**src/rtl/lvds_rx_init_seq.sv**
```systemverilog
// LVDS receiver bring-up sequencer. It orders the PLL and per-channel resets and
// handles lock timeouts, bounded retries, channel masking and recovery from lock loss.
module lvds_rx_init_seq #(
  parameter int unsigned NUM_CH             = 4,
  parameter int unsigned RESET_PULSE_CYCLES = 4,
  parameter int unsigned STABLE_CYCLES      = 10,
  parameter int unsigned PLL_TIMEOUT        = 4096,
  parameter int unsigned DPA_TIMEOUT        = 4096,
  parameter int unsigned MAX_RETRIES        = 3,
  localparam int unsigned RW = (MAX_RETRIES > 0) ? $clog2(MAX_RETRIES + 1) : 1
) (
  input  logic              clk,
  input  logic              rst_n,
  input  logic              user_mode,
  input  logic              restart,
  input  logic [NUM_CH-1:0] ch_enable,
  input  logic              rx_locked,
  input  logic [NUM_CH-1:0] rx_dpa_locked,
  output logic              pll_areset,
  output logic [NUM_CH-1:0] rx_reset,
  output logic [NUM_CH-1:0] rx_fifo_reset,
  output logic [NUM_CH-1:0] rx_cda_reset,
  output logic              init_done,
  output logic              init_error,
  output logic [NUM_CH-1:0] ch_ready,
  output logic [RW-1:0]     retry_count
);

  localparam int unsigned CNT_MAX = (RESET_PULSE_CYCLES > STABLE_CYCLES) ? RESET_PULSE_CYCLES : STABLE_CYCLES;
  localparam int unsigned TMR_MAX = (PLL_TIMEOUT > DPA_TIMEOUT) ? PLL_TIMEOUT : DPA_TIMEOUT;
  localparam int unsigned CW      = $clog2(CNT_MAX + 1);
  localparam int unsigned TW      = $clog2(TMR_MAX + 1);

  typedef enum logic [3:0] {
    S_IDLE, S_ASSERT, S_WAIT_PLL, S_PLL_STABLE, S_WAIT_DPA,
    S_FIFO_RESET, S_CDA_RESET, S_DONE, S_RETRY, S_ERROR
  } state_t;

  state_t            r_state, w_next;
  logic [CW-1:0]     r_cnt, w_cnt_nxt;
  logic [TW-1:0]     r_tmr, w_tmr_nxt;
  logic [RW-1:0]     r_retry, w_retry_nxt;
  logic [NUM_CH-1:0] r_en_q, w_en_nxt;
  logic [1:0]        r_lock_sync;
  logic [NUM_CH-1:0] r_dpa_s1, r_dpa_s2;
  logic              w_locked, w_dpa_ok;

  logic              w_pll, w_done, w_err;
  logic [NUM_CH-1:0] w_rx, w_fifo, w_cda, w_ready;

  assign w_locked = r_lock_sync[1];
  assign w_dpa_ok = ((r_dpa_s2 & r_en_q) == r_en_q);

  always_ff @(posedge clk or negedge rst_n) begin
    if (!rst_n) begin
      r_lock_sync <= '0;
      r_dpa_s1    <= '0;
      r_dpa_s2    <= '0;
    end else begin
      r_lock_sync <= {r_lock_sync[0], rx_locked};
      r_dpa_s1    <= rx_dpa_locked;
      r_dpa_s2    <= r_dpa_s1;
    end
  end

  // One timer serves both lock waits: it is cleared on entry to WAIT_PLL_LOCK and again
  // on entry to WAIT_DPA_LOCK, and keeps running across PLL_STABLE -> WAIT_PLL_LOCK.
  always_comb begin
    w_next      = r_state;
    w_cnt_nxt   = r_cnt;
    w_tmr_nxt   = r_tmr;
    w_retry_nxt = r_retry;
    w_en_nxt    = r_en_q;
    if (!user_mode) begin
      w_next = S_IDLE;
    end else begin
      case (r_state)
        S_IDLE: begin
          w_retry_nxt = '0;
          w_next      = S_ASSERT;
        end
        S_ASSERT: begin
          if (r_cnt == CW'(RESET_PULSE_CYCLES - 1)) begin
            w_next    = S_WAIT_PLL;
            w_tmr_nxt = '0;
          end else begin
            w_cnt_nxt = r_cnt + CW'(1);
          end
        end
        S_WAIT_PLL: begin
          if (r_tmr == TW'(PLL_TIMEOUT - 1)) begin
            w_next = S_RETRY;
          end else begin
            w_tmr_nxt = r_tmr + TW'(1);
            if (w_locked) begin
              w_next    = S_PLL_STABLE;
              w_cnt_nxt = '0;
            end
          end
        end
        S_PLL_STABLE: begin
          if (r_tmr == TW'(PLL_TIMEOUT - 1)) begin
            w_next = S_RETRY;
          end else begin
            w_tmr_nxt = r_tmr + TW'(1);
            if (!w_locked) begin
              w_next = S_WAIT_PLL;
            end else if (r_cnt == CW'(STABLE_CYCLES - 1)) begin
              w_next    = S_WAIT_DPA;
              w_tmr_nxt = '0;
            end else begin
              w_cnt_nxt = r_cnt + CW'(1);
            end
          end
        end
        S_WAIT_DPA: begin
          if (!w_locked)                            w_next = S_RETRY;
          else if (w_dpa_ok)                        w_next = S_FIFO_RESET;
          else if (r_tmr == TW'(DPA_TIMEOUT - 1))   w_next = S_RETRY;
          else                                      w_tmr_nxt = r_tmr + TW'(1);
        end
        S_FIFO_RESET: w_next = w_locked ? S_CDA_RESET : S_RETRY;
        S_CDA_RESET:  w_next = w_locked ? S_DONE : S_RETRY;
        S_DONE: begin
          if (!w_locked) begin
            w_next = S_RETRY;
          end else if (restart) begin
            w_next      = S_ASSERT;
            w_retry_nxt = '0;
          end
        end
        S_RETRY: begin
          if (r_retry == RW'(MAX_RETRIES)) begin
            w_next = S_ERROR;
          end else begin
            w_next      = S_ASSERT;
            w_retry_nxt = r_retry + RW'(1);
          end
        end
        S_ERROR: begin
          if (restart) begin
            w_next      = S_ASSERT;
            w_retry_nxt = '0;
          end
        end
        default: w_next = S_IDLE;
      endcase
    end
    if (w_next == S_ASSERT && r_state != S_ASSERT) begin
      w_cnt_nxt = '0;
      w_en_nxt  = ch_enable;
    end
  end

  // Outputs are decoded from the next state and registered, so they change together
  // with the state register and never glitch.
  always_comb begin
    w_pll   = 1'b0;
    w_rx    = ~w_en_nxt;
    w_fifo  = '0;
    w_cda   = '0;
    w_done  = 1'b0;
    w_err   = 1'b0;
    w_ready = '0;
    case (w_next)
      S_IDLE, S_ASSERT, S_RETRY: begin
        w_pll = 1'b1;
        w_rx  = '1;
      end
      S_ERROR: begin
        w_pll = 1'b1;
        w_rx  = '1;
        w_err = 1'b1;
      end
      S_WAIT_PLL, S_PLL_STABLE: w_rx = '1;
      S_FIFO_RESET: w_fifo = w_en_nxt;
      S_CDA_RESET:  w_cda  = w_en_nxt;
      S_DONE: begin
        w_done  = 1'b1;
        w_ready = w_en_nxt;
      end
      default: ;
    endcase
  end

  always_ff @(posedge clk or negedge rst_n) begin
    if (!rst_n) begin
      r_state       <= S_IDLE;
      r_cnt         <= '0;
      r_tmr         <= '0;
      r_retry       <= '0;
      r_en_q        <= '0;
      pll_areset    <= 1'b1;
      rx_reset      <= '1;
      rx_fifo_reset <= '0;
      rx_cda_reset  <= '0;
      init_done     <= 1'b0;
      init_error    <= 1'b0;
      ch_ready      <= '0;
    end else begin
      r_state       <= w_next;
      r_cnt         <= w_cnt_nxt;
      r_tmr         <= w_tmr_nxt;
      r_retry       <= w_retry_nxt;
      r_en_q        <= w_en_nxt;
      pll_areset    <= w_pll;
      rx_reset      <= w_rx;
      rx_fifo_reset <= w_fifo;
      rx_cda_reset  <= w_cda;
      init_done     <= w_done;
      init_error    <= w_err;
      ch_ready      <= w_ready;
    end
  end

  assign retry_count = r_retry;

endmodule

```
**config.mk**
```make
export PLATFORM = sky130hd
export DESIGN_NAME = lvds_rx_init_seq
export DESIGN_NICKNAME = d
export VERILOG_FILES = /design/src/rtl/lvds_rx_init_seq.sv
export SDC_FILE = /design/constraint.sdc
export NUM_CORES = 1
export LEC_CHECK = 0
export BUFFER_PORTS_ARGS = -buffer_cell sky130_fd_sc_hd__buf_4
export CAP_MARGIN = 30
export CORE_MARGIN = 3
export CORE_UTILIZATION = 60
export DETAILED_ROUTE_END_ITERATION = 10
export PLACE_DENSITY_LB_ADDON = 0.15
export SLEW_MARGIN = 0
export SYNTH_ARGS = -nofsm -noshare
export SYNTH_HDL_FRONTEND = slang
export SYNTH_SLANG_ARGS = --single-unit
```
**constraint.sdc**
```tcl
create_clock -name clk -period 3.6 [get_ports clk]
set_input_delay 0.36 -clock clk [delete_from_list [all_inputs] [get_ports clk]]
set_output_delay 0.36 -clock clk [all_outputs]
set_load 0.01 [all_outputs]
```
==> results of run 1 <==
## synth_stat cells (2+ instances only)
master | number | area [µm²]
ha_1 | 4 | 50.1
a22oi_1 | 2 | 15.0
or3_1 | 2 | 12.5
or4_1 | 8 | 60.1
nor3_1 | 5 | 25.0
nor2_1 | 10 | 37.5
mux2_2 | 6 | 67.6
nand2b_1 | 6 | 37.5
nor4_1 | 2 | 12.5
nand3_1 | 9 | 45.0
o31a_1 | 2 | 17.5
and4b_1 | 2 | 20.0
nand4_1 | 3 | 18.8
nand2_1 | 14 | 52.6
dfrtp_1 | 51 | 1280
a32o_1 | 3 | 30.0
inv_1 | 9 | 33.8
a21oi_1 | 14 | 70.1
o31ai_1 | 8 | 60.1
clkbuf_1 | 5 | 18.8
buf_4 | 2 | 15.0
dfstp_2 | 5 | 131
o21ai_0 | 12 | 60.1
nor2b_1 | 7 | 43.8
or3b_2 | 2 | 17.5
and2_1 | 13 | 81.3
a21o_1 | 2 | 15.0
## final timing paths
check,startpoint,to,slack [ns],cells after the start
setup / recovery,r_cnt[0]$_DFFE_PN0P_,r_tmr[5]$_DFFE_PN0P_,0.81,6
min in group clk,rx_dpa_locked[0],r_dpa_s1[0]$_DFF_PN0_,0.15,1
max in group asynchronous,rst_n,r_cnt[2]$_DFFE_PN0P_,3.08,1
hold reg to reg,r_lock_sync[0]$_DFF_PN0_,r_lock_sync[1]$_DFF_PN0_,0.35,0
hold / removal,rst_n,r_state[0]$_DFF_PN0_,0.07,1
setup reg to reg,r_cnt[0]$_DFFE_PN0P_,r_tmr[5]$_DFFE_PN0P_,0.81,6
## layout make-up
cell class,instances,area (µm²),share of cell area [%]
inverters,10,37.5,1.28
repair buffers,33,248,8.46
clock inverters,3,22.5,0.769
well taps,50,62.6,2.14
flip-flops and latches,56,1410,48.1
clock buffers,5,68.8,2.35
multi-input cells,159,1080,36.9
## cells by family (layout without fill, tap and decap cells)
family,Yosys count,in the layout,synth area share [%]
buffers and inverters,18,51,3.21
AOI/OAI and AO/OA,55,55,15.1
DFF,56,56,54.7
and+or+nand+nor,93,93,22.0
adders and majority gates,4,4,1.95
muxes,7,7,3.02
## registers in the layout (all words and copies together), names as in the netlist, 4 cells and up
signal         flops
rx_fifo_reset      4
r_state            4
ch_ready           4
r_dpa_s2           4
r_en_q             4
r_dpa_s1           4
rx_cda_reset       4
rx_reset           4
r_cnt              4
r_tmr             13
## critical path, stage by stage (launching register included)
cell     delay [ns]
dfrtp_1        0.42
ha_1           0.19
or3b_2         0.48
nand3_1        0.12
nand4_1        0.63
or4_1          0.71
a21oi_1        0.16
## metal layers
layer	GRT usage, %	share of wire (%)
met2	29.7	46
met5	0	0
met4	6.89	1.7
met3	4.35	5.6
met1	30.5	47
## stage by stage
step           setup slack (ns)  instance area [µm²]  util, %
2_1_floorplan              1.38                 2570        -
3_3_place_gp              0.920                 2840     69.9
3_5_place_dp              0.824                 2840     69.9
4_1_cts                   0.798                 2930     72.2
5_1_grt                   0.482                 2930     72.2
6_report                  0.810                 2930     72.2
## report_power, final
group | leakage (nW) | internal (mW) | switching (mW)
logic | 0.541 | 0.114 | 0.106
registers | 0.722 | 0.684 | 0.0708
clock network | 0.0485 | 0.140 | 0.207
total | 1.31 | 0.938 | 0.384
==> flow_metrics.py, run 1 <==
metrics = {
    "sta": {
        "setup_viol": 0,
        "holdWs_ns": 0.0732,
        "min_period_over_period_pct": 77.5,
        "worst_pin_slew_ns": 0.785,
        "rsz0062_at_grt": "no",
        "maxSlewViolCount": 0,
        "period_needed_ns": 2.79,
        "slew_headroom_pct": 47.5,
        "final.setup.tns_ns": 0,
        "final_hold_viol_count": 0,
        "fin_worst_skew_ns": 0.0111,
        "fmax_mhz": 358,
    },
    "synth": {
        "synth_edf_count": 0,
        "ys_async_sr_fraction_pct": 100,
        "ys.flop_type": "dfrtp_1",
        "synthCells": 233,
        "synth_cell_types": 52,
        "ys_seq_elements": 56,
        "avgSynthCellArea_um2": 11.0,
        "synthesis.area_um2": 2570,
        "ys_seq_area_share_pct": 54.7,
        "synth_fp_nets": 250,
        "yosysWarningCount": 0,
    },
    "power_and_ir_drop": {
        "vdd_ir_drop_max_uv": 282,
        "total_power_mw": 1.32,
        "p_leak_nw": 1.31,
        "power_density_nw_per_um2": 451,
    },
    "flow_run": {
        "cap_violations": 0,
    },
    "worst_setup_path": {
        "required_ns": 3.83,
        "crit_fanout": 24,
        "worstPathArrival_ns": 3.02,
        "endpoint_kind": "register",
        "critPathLaunchType": "register",
        "critical_path_class": "register to register",
    },
    "final_layout": {
        "mostFrequentLayoutCells": "51 x dfrtp_1, 33 x buf_4, 14 x a21oi_1, 14 x nand2_1, 13 x and2_1",
        "fin_nets": 282,
        "areaGrowthSynthToFinish_pct": 13.9,
        "stdcell_count": 316,
        "fillers": 295,
        "drive_above_1_share_pct": 24.1,
        "n_antenna_cell": 0,
        "layout_commonest_cell": "dfrtp_1",
    },
    "floorplanning": {
        "die_h_um": 71.5,
        "die_area_um2": 5110,
        "num_rows": 23,
        "initial_utilization_pct": 63.4,
        "coreArea_um2": 4060,
        "die_x_um": 71.5,
        "ioPinCount": 34,
    },
    "detailed_routing": {
        "drt_pass1_iterations": 4,
        "drtIter0Drc": 237,
        "wl_per_cell_um": 15.3,
        "num_vias": 1895,
        "vias_per_cell": 6.00,
        "ant_nets": 0,
        "drc": 0,
        "wl_um": 4830,
    },
    "run_status": {
        "status": "completed",
    },
    "place": {
        "dp_hpwl_um": 3450,
        "gp_congestion": 0.952,
        "post-place-cells": 308,
        "portBuffers": 33,
    },
    "grt": {
        "grt_pass1_vias": 1668,
        "grt_use_total_pct": 20.4,
        "grt_max_degree": 57,
        "antenna_found_initial": 0,
        "grt_pass1_wl_um": 8130,
        "grt_overflow": 0,
    },
    "clock_network": {
        "cts.sinks": 56,
        "cts_tree": "done",
        "cts.path.max_buffers": 2,
        "cts_setup_buffers": 0,
        "clk_pin_slew_ns": 0.10,
        "cts.htree.levels": 2,
        "insertion_delay_ns": 0.32,
        "cts-hold-fix-buffers": 0,
        "clock-root-buffer": "clkbuf_8",
        "cts_resized": 0,
        "cts_buffers": 5,
    },
    "min_path": {
        "min_path_type": "primary input to asynchronous set/reset pin",
    },
}
(Power assumes the default switching activity.)
==> run 2: changes to the inputs <==
--- a/config.mk
+++ b/config.mk
@@ -8,7 +8,7 @@
 export BUFFER_PORTS_ARGS = -buffer_cell sky130_fd_sc_hd__buf_4
 export CAP_MARGIN = 30
 export CORE_MARGIN = 3
-export CORE_UTILIZATION = 60
+export CORE_UTILIZATION = 57
 export DETAILED_ROUTE_END_ITERATION = 10
 export PLACE_DENSITY_LB_ADDON = 0.15
 export SLEW_MARGIN = 0
==> constraint.sdc (replaced) <==
create_clock -name clk -period 2.7 [get_ports clk]
set_input_delay 0.27 -clock clk [delete_from_list [all_inputs] [get_ports clk]]
set_output_delay 0.27 -clock clk [all_outputs]
set_load 0.01 [all_outputs]
==> run 2 against run 1 <==
Against the previous run: the run now ends with hold timing left; register-to-register slack got worse by 0.65 ns; fmax is 10% higher; global-route usage is 1.4 points higher; via count up 1.3%; clock skew down 0.0065 ns; core utilization is 0.82 points lower; critical path type unchanged; cell area grew 1.7%; non-clock buffer count rose by 5; critical path depth up 2; worst hold slack got worse by 0.086 ns; highest routed layer unchanged.
==> flow_metrics.py, run 2 (synthesis results as in run 1) <==
metrics = {
    "sta": {
        "holdWs_ns": -0.0130,
        "period_needed_ns": 2.54,
        "fmax_mhz": 394,
        "worst_pin_slew_ns": 0.668,
        "final.setup.tns_ns": 0,
        "min_period_over_period_pct": 93.9,
        "rsz0062_at_grt": "no",
        "fin_worst_skew_ns": 0.00459,
        "maxSlewViolCount": 0,
        "final_hold_viol_count": 16,
        "setup_viol": 0,
        "slew_headroom_pct": 55.5,
    },
    "clock_network": {
        "cts_buffers": 5,
        "insertion_delay_ns": 0.31,
        "cts.sinks": 56,
        "cts-hold-fix-buffers": 0,
        "clock-root-buffer": "clkbuf_8",
        "cts.htree.levels": 2,
        "cts_tree": "done",
        "cts.path.max_buffers": 2,
        "clk_pin_slew_ns": 0.09,
    },
    "final_layout": {
        "n_antenna_cell": 0,
        "fin_nets": 287,
        "mostFrequentLayoutCells": "51 x dfrtp_1, 38 x buf_4, 14 x a21oi_1, 14 x nand2_1, 13 x and2_1",
        "drive_above_1_share_pct": 25.8,
        "final_util_pct": 71.3,
        "regMostFlops": "r_tmr",
        "layout_commonest_cell": "dfrtp_1",
        "fillers": 322,
        "areaGrowthSynthToFinish_pct": 15.8,
        "largest_reg_flops": 13,
        "stdcell_area_um2": 2980,
        "stdcell_count": 321,
    },
    "detailed_routing": {
        "num_vias": 1920,
        "ant_nets": 0,
        "drc": 0,
        "vias_per_cell": 5.98,
        "wl_um": 5100,
        "wl_per_cell_um": 15.9,
        "drtIter0Drc": 165,
        "drt_pass1_iterations": 4,
    },
    "worst_setup_path": {
        "crit_fanout": 10,
        "endpoint_kind": "register",
        "worstPathArrival_ns": 2.73,
        "required_ns": 2.90,
        "worstRegToRegCells": 8,
        "critical_path_class": "register to register",
        "critPathLaunchType": "register",
    },
    "grt": {
        "grt_overflow": 0,
        "grt_pass1_wl_um": 8940,
        "grt_max_degree": 57,
        "grt_use_total_pct": 21.8,
        "grt_pass1_vias": 1866,
        "antenna_found_initial": 0,
    },
    "power_and_ir_drop": {
        "combPwrFrac_pct": 17.5,
        "power.switching_uw": 503,
        "vdd_ir_drop_max_uv": 505,
        "netSwitchingFraction_pct": 28.1,
        "power_density_nw_per_um2": 601,
        "intPower_mw": 1.28,
        "total_power_mw": 1.79,
        "p_seq_share_pct": 56.4,
        "clkPwrFrac_pct": 26.1,
        "p_leak_nw": 1.33,
    },
    "floorplanning": {
        "ioPinCount": 34,
        "initial_utilization_pct": 61.6,
        "coreArea_um2": 4170,
        "die_area_um2": 5350,
        "die_x_um": 73.2,
        "num_rows": 23,
        "die_h_um": 73.2,
    },
    "run_status": {
        "status": "finished, violations left",
        "violations": "hold timing",
    },
    "place": {
        "portBuffers": 33,
        "post-place-cells": 313,
        "dp_hpwl_um": 3650,
        "place_area_um2": 2870,
        "gp_congestion": 0.814,
    },
    "flow_run": {
        "cap_violations": 0,
    },
    "min_path": {
        "min_path_type": "primary input to asynchronous set/reset pin",
    },
}
==> run 2: power by group through the flow <==
stage	registers [mW]	clock network, mW	logic [mW]
2_1_floorplan	0.989	0	0.231
3_3_place_gp	1.03	0	0.306
3_5_place_dp	1.03	0	0.310
4_1_cts	1.01	0.482	0.313
5_1_grt	1.03	0.513	0.347
6_report	1.01	0.467	0.312
==> run 2: worst max-delay path, stage by stage (launching register included) <==
cell	delay [ns]
dfrtp_1	0.42
ha_1	0.20
or3b_2	0.49
o21ai_0	0.19
o31a_1	0.16
a31o_2	0.24
inv_1	0.17
nand4_4	0.18
mux2_2	0.37
==> run 2: timing repair <==
item / in CTS / in global routing
setup buffers: 0 / 0
resized for setup: 0 / 1
setup endpoints to repair: 0 / 1
==> run 2: final cells by class <==
| cell class | instances | area [µm²] | share of cell area, % |
|---|---|---|---|
| Tap cell | 50 | 62.6 | 2.10 |
| Timing Repair Buffer | 38 | 285 | 9.58 |
| Multi-Input combinational cell | 159 | 1090 | 36.5 |
| Clock inverter | 2 | 15.0 | 0.504 |
| Inverter | 10 | 37.5 | 1.26 |
| Sequential cell | 56 | 1410 | 47.3 |
| Clock buffer | 6 | 82.6 | 2.77 |
==> run 2: per-stage QoR <==
stage               setup WS [ns]  hold WS (ns)
CTS                         0.197        0.0194
detailed placement          0.221         0.337
global route               0.0118        0.0331
floorplan                   0.485       -0.0256
finish                      0.164       -0.0130
global placement            0.266         0.332
==> run 2: final timing paths <==
path | start | end | slack [ns]
min in group clk | rx_dpa_locked[0] | r_dpa_s1[0]$_DFF_PN0_ | 0.06
hold / removal | rst_n | r_state[1]$_DFF_PN0_ | -0.01
setup / recovery | r_cnt[0]$_DFFE_PN0P_ | r_en_q[1]$_DFF_PN0_ | 0.16
setup reg to reg | r_cnt[0]$_DFFE_PN0P_ | r_en_q[1]$_DFF_PN0_ | 0.16
hold reg to reg | r_dpa_s1[0]$_DFF_PN0_ | r_dpa_s2[0]$_DFF_PN0_ | 0.36
max in group asynchronous | rst_n | r_tmr[9]$_DFFE_PN0P_ | 2.27
==> run 2: per-layer routing <==
metal  GRT usage [%]  vias up  wire (µm)
met3            4.96        9        304
met2            32.5       59       2410
met4            7.58        0         86
met1            31.4      926       2290
met5               0        -          0
li1                -      926          -
==> run 3: changes to the inputs <==
--- a/config.mk
+++ b/config.mk
@@ -8,7 +8,7 @@
 export BUFFER_PORTS_ARGS = -buffer_cell sky130_fd_sc_hd__buf_4
 export CAP_MARGIN = 30
 export CORE_MARGIN = 3
-export CORE_UTILIZATION = 57
+export CORE_UTILIZATION = 55
 export DETAILED_ROUTE_END_ITERATION = 10
 export PLACE_DENSITY_LB_ADDON = 0.15
 export SLEW_MARGIN = 0
==> run 3 against run 2 <==
Against the previous run: the flow still finishes with violations (hold timing); register-to-register slack improved by 0.12 ns; sequential share of layout area decreased by 0.18 points; core utilization decreased by 4.1 points; largest power group unchanged.
==> flow_metrics.py, run 3 (synthesis results as in run 1) <==
metrics = {
    "run_status": {
        "status": "finished, violations left",
        "violations": "hold timing",
    },
    "place": {
        "dp_hpwl_um": 3720,
        "gp_congestion": 0.903,
        "dp_worst_setup_slack_ns": 0.325,
        "post-place-cells": 317,
        "portBuffers": 33,
    },
    "detailed_routing": {
        "drt_pass1_iterations": 4,
        "top_layer_used": "met4",
        "num_vias": 1948,
        "wl_met3_um": 252,
        "wl_um": 5140,
        "wl_met2_um": 2600,
        "drc": 0,
        "drtIter0Drc": 214,
        "vias_per_cell": 5.99,
        "wl_per_cell_um": 15.8,
        "wl_met1_um": 2210,
        "ant_nets": 0,
    },
    "clock_network": {
        "cts_tree": "done",
        "cts.sinks": 56,
        "cts_buffers": 5,
        "cts-hold-fix-buffers": 0,
        "clk_pin_slew_ns": 0.11,
        "cts_setup_buffers": 0,
        "clock-root-buffer": "clkbuf_8",
        "cts_resized": 0,
        "cts.path.max_buffers": 2,
        "cts.htree.levels": 2,
        "insertion_delay_ns": 0.31,
    },
    "worst_setup_path": {
        "critPathLaunchType": "register",
        "required_ns": 2.92,
        "critical_path_class": "register to register",
        "r2r_slack_ns": 0.29,
        "crit_fanout": 24,
        "timing.rr.start": "r_cnt[0]$_DFFE_PN0P_",
        "worstPathArrival_ns": 2.63,
        "worstReg2RegEnd": "r_tmr[9]$_DFFE_PN0P_",
        "worstRegToRegCells": 7,
        "endpoint_kind": "register",
    },
    "sta": {
        "slew_headroom_pct": 55.5,
        "final_hold_viol_count": 20,
        "worst_pin_slew_ns": 0.668,
        "period_needed_ns": 2.41,
        "maxSlewViolCount": 0,
        "fmax_mhz": 415,
        "rsz0062_at_grt": "no",
        "setup_viol": 0,
        "setup_ws_ns": 0.288,
        "min_period_over_period_pct": 89.3,
        "fin_worst_skew_ns": 0.0103,
        "final.setup.tns_ns": 0,
        "holdWs_ns": -0.00873,
    },
    "grt": {
        "grt_use_total_pct": 20.1,
        "grt_overflow": 0,
        "grt_pass1_wl_um": 8470,
        "antenna_found_initial": 0,
        "grt_pass1_vias": 1763,
        "grt_max_degree": 57,
    },
    "final_layout": {
        "layout_commonest_cell": "dfrtp_1",
        "areaGrowthSynthToFinish_pct": 16.2,
        "largest_reg_flops": 13,
        "stdcell_count": 325,
        "regMostFlops": "r_tmr",
        "fin_nets": 289,
        "n_antenna_cell": 0,
        "drive_above_1_share_pct": 26.0,
        "mostFrequentLayoutCells": "51 x dfrtp_1, 40 x buf_4, 14 x a21oi_1, 14 x nand2_1, 13 x and2_1",
    },
    "flow_run": {
        "cap_violations": 0,
    },
    "floorplanning": {
        "coreArea_um2": 4440,
        "die_area_um2": 5530,
        "die_h_um": 74.4,
        "die_x_um": 74.4,
        "ioPinCount": 34,
        "num_rows": 24,
        "initial_utilization_pct": 57.9,
    },
    "power_and_ir_drop": {
        "power_density_nw_per_um2": 605,
        "p_leak_nw": 1.34,
        "vdd_ir_drop_max_uv": 356,
        "total_power_mw": 1.81,
    },
    "min_path": {
        "min_path_type": "primary input to asynchronous set/reset pin",
    },
}
run 3: worst max-delay path, stage by stage, from the launching register on:
cell     delay (ns)
dfrtp_1        0.43
ha_1           0.21
or3b_2         0.49
nand3_1        0.14
nand4_1        0.12
buf_4          0.23
or4_1          0.48
a21oi_1        0.21
run 3: power by group:
group | internal, mW | switching, mW | total, mW | leakage, nW
Sequential | 0.911 | 0.101 | 1.01 | 0.722
Combinational | 0.171 | 0.150 | 0.322 | 0.574
Clock | 0.191 | 0.284 | 0.475 | 0.0463
Total | 1.27 | 0.535 | 1.81 | 1.34
run 3: through the flow:
step	util, %	instance area, µm²
floorplan	-	2570
global placement	65.1	2890
detailed placement	65.1	2890
CTS	67.2	2990
global route	67.2	2990
finish	67.2	2990
run 3: cell type report:
| class | instances | area, µm² |
|---|---|---|
| well taps | 52 | 65.1 |
| inverters | 10 | 37.5 |
| clock buffers | 5 | 68.8 |
| multi-input cells | 159 | 1080 |
| clock inverters | 3 | 27.5 |
| flip-flops and latches | 56 | 1410 |
| fillers | 343 | 1460 |
| repair buffers | 40 | 300 |
run 3: worst max-delay path by stage:
stage / start / end / slack [ns] / cells past startpoint
final: r_cnt[0]$_DFFE_PN0P_ / r_tmr[9]$_DFFE_PN0P_ / 0.29 / 7
after global routing: r_cnt[0]$_DFFE_PN0P_ / rx_cda_reset[3]$_DFF_PN0_ / 0.16 / 8
after CTS: r_cnt[0]$_DFFE_PN0P_ / r_tmr[9]$_DFFE_PN0P_ / 0.31 / 7
after detailed placement: r_tmr[0]$_DFFE_PN0P_ / r_cnt[2]$_DFFE_PN0P_ / 0.32 / 8
after global placement: r_cnt[0]$_DFFE_PN0P_ / retry_count[0]$_DFFE_PN0P_ / 0.36 / 8
after floorplan: r_cnt[0]$_DFFE_PN0P_ / r_en_q[0]$_DFF_PN0_ / 0.48 / 8
run 3: layer usage:
layer,GRT usage [%],vias to the layer above
li1,-,931
met1,27.8,952
met2,32.1,55
met3,4.19,10
met4,6.13,0
met5,0,-
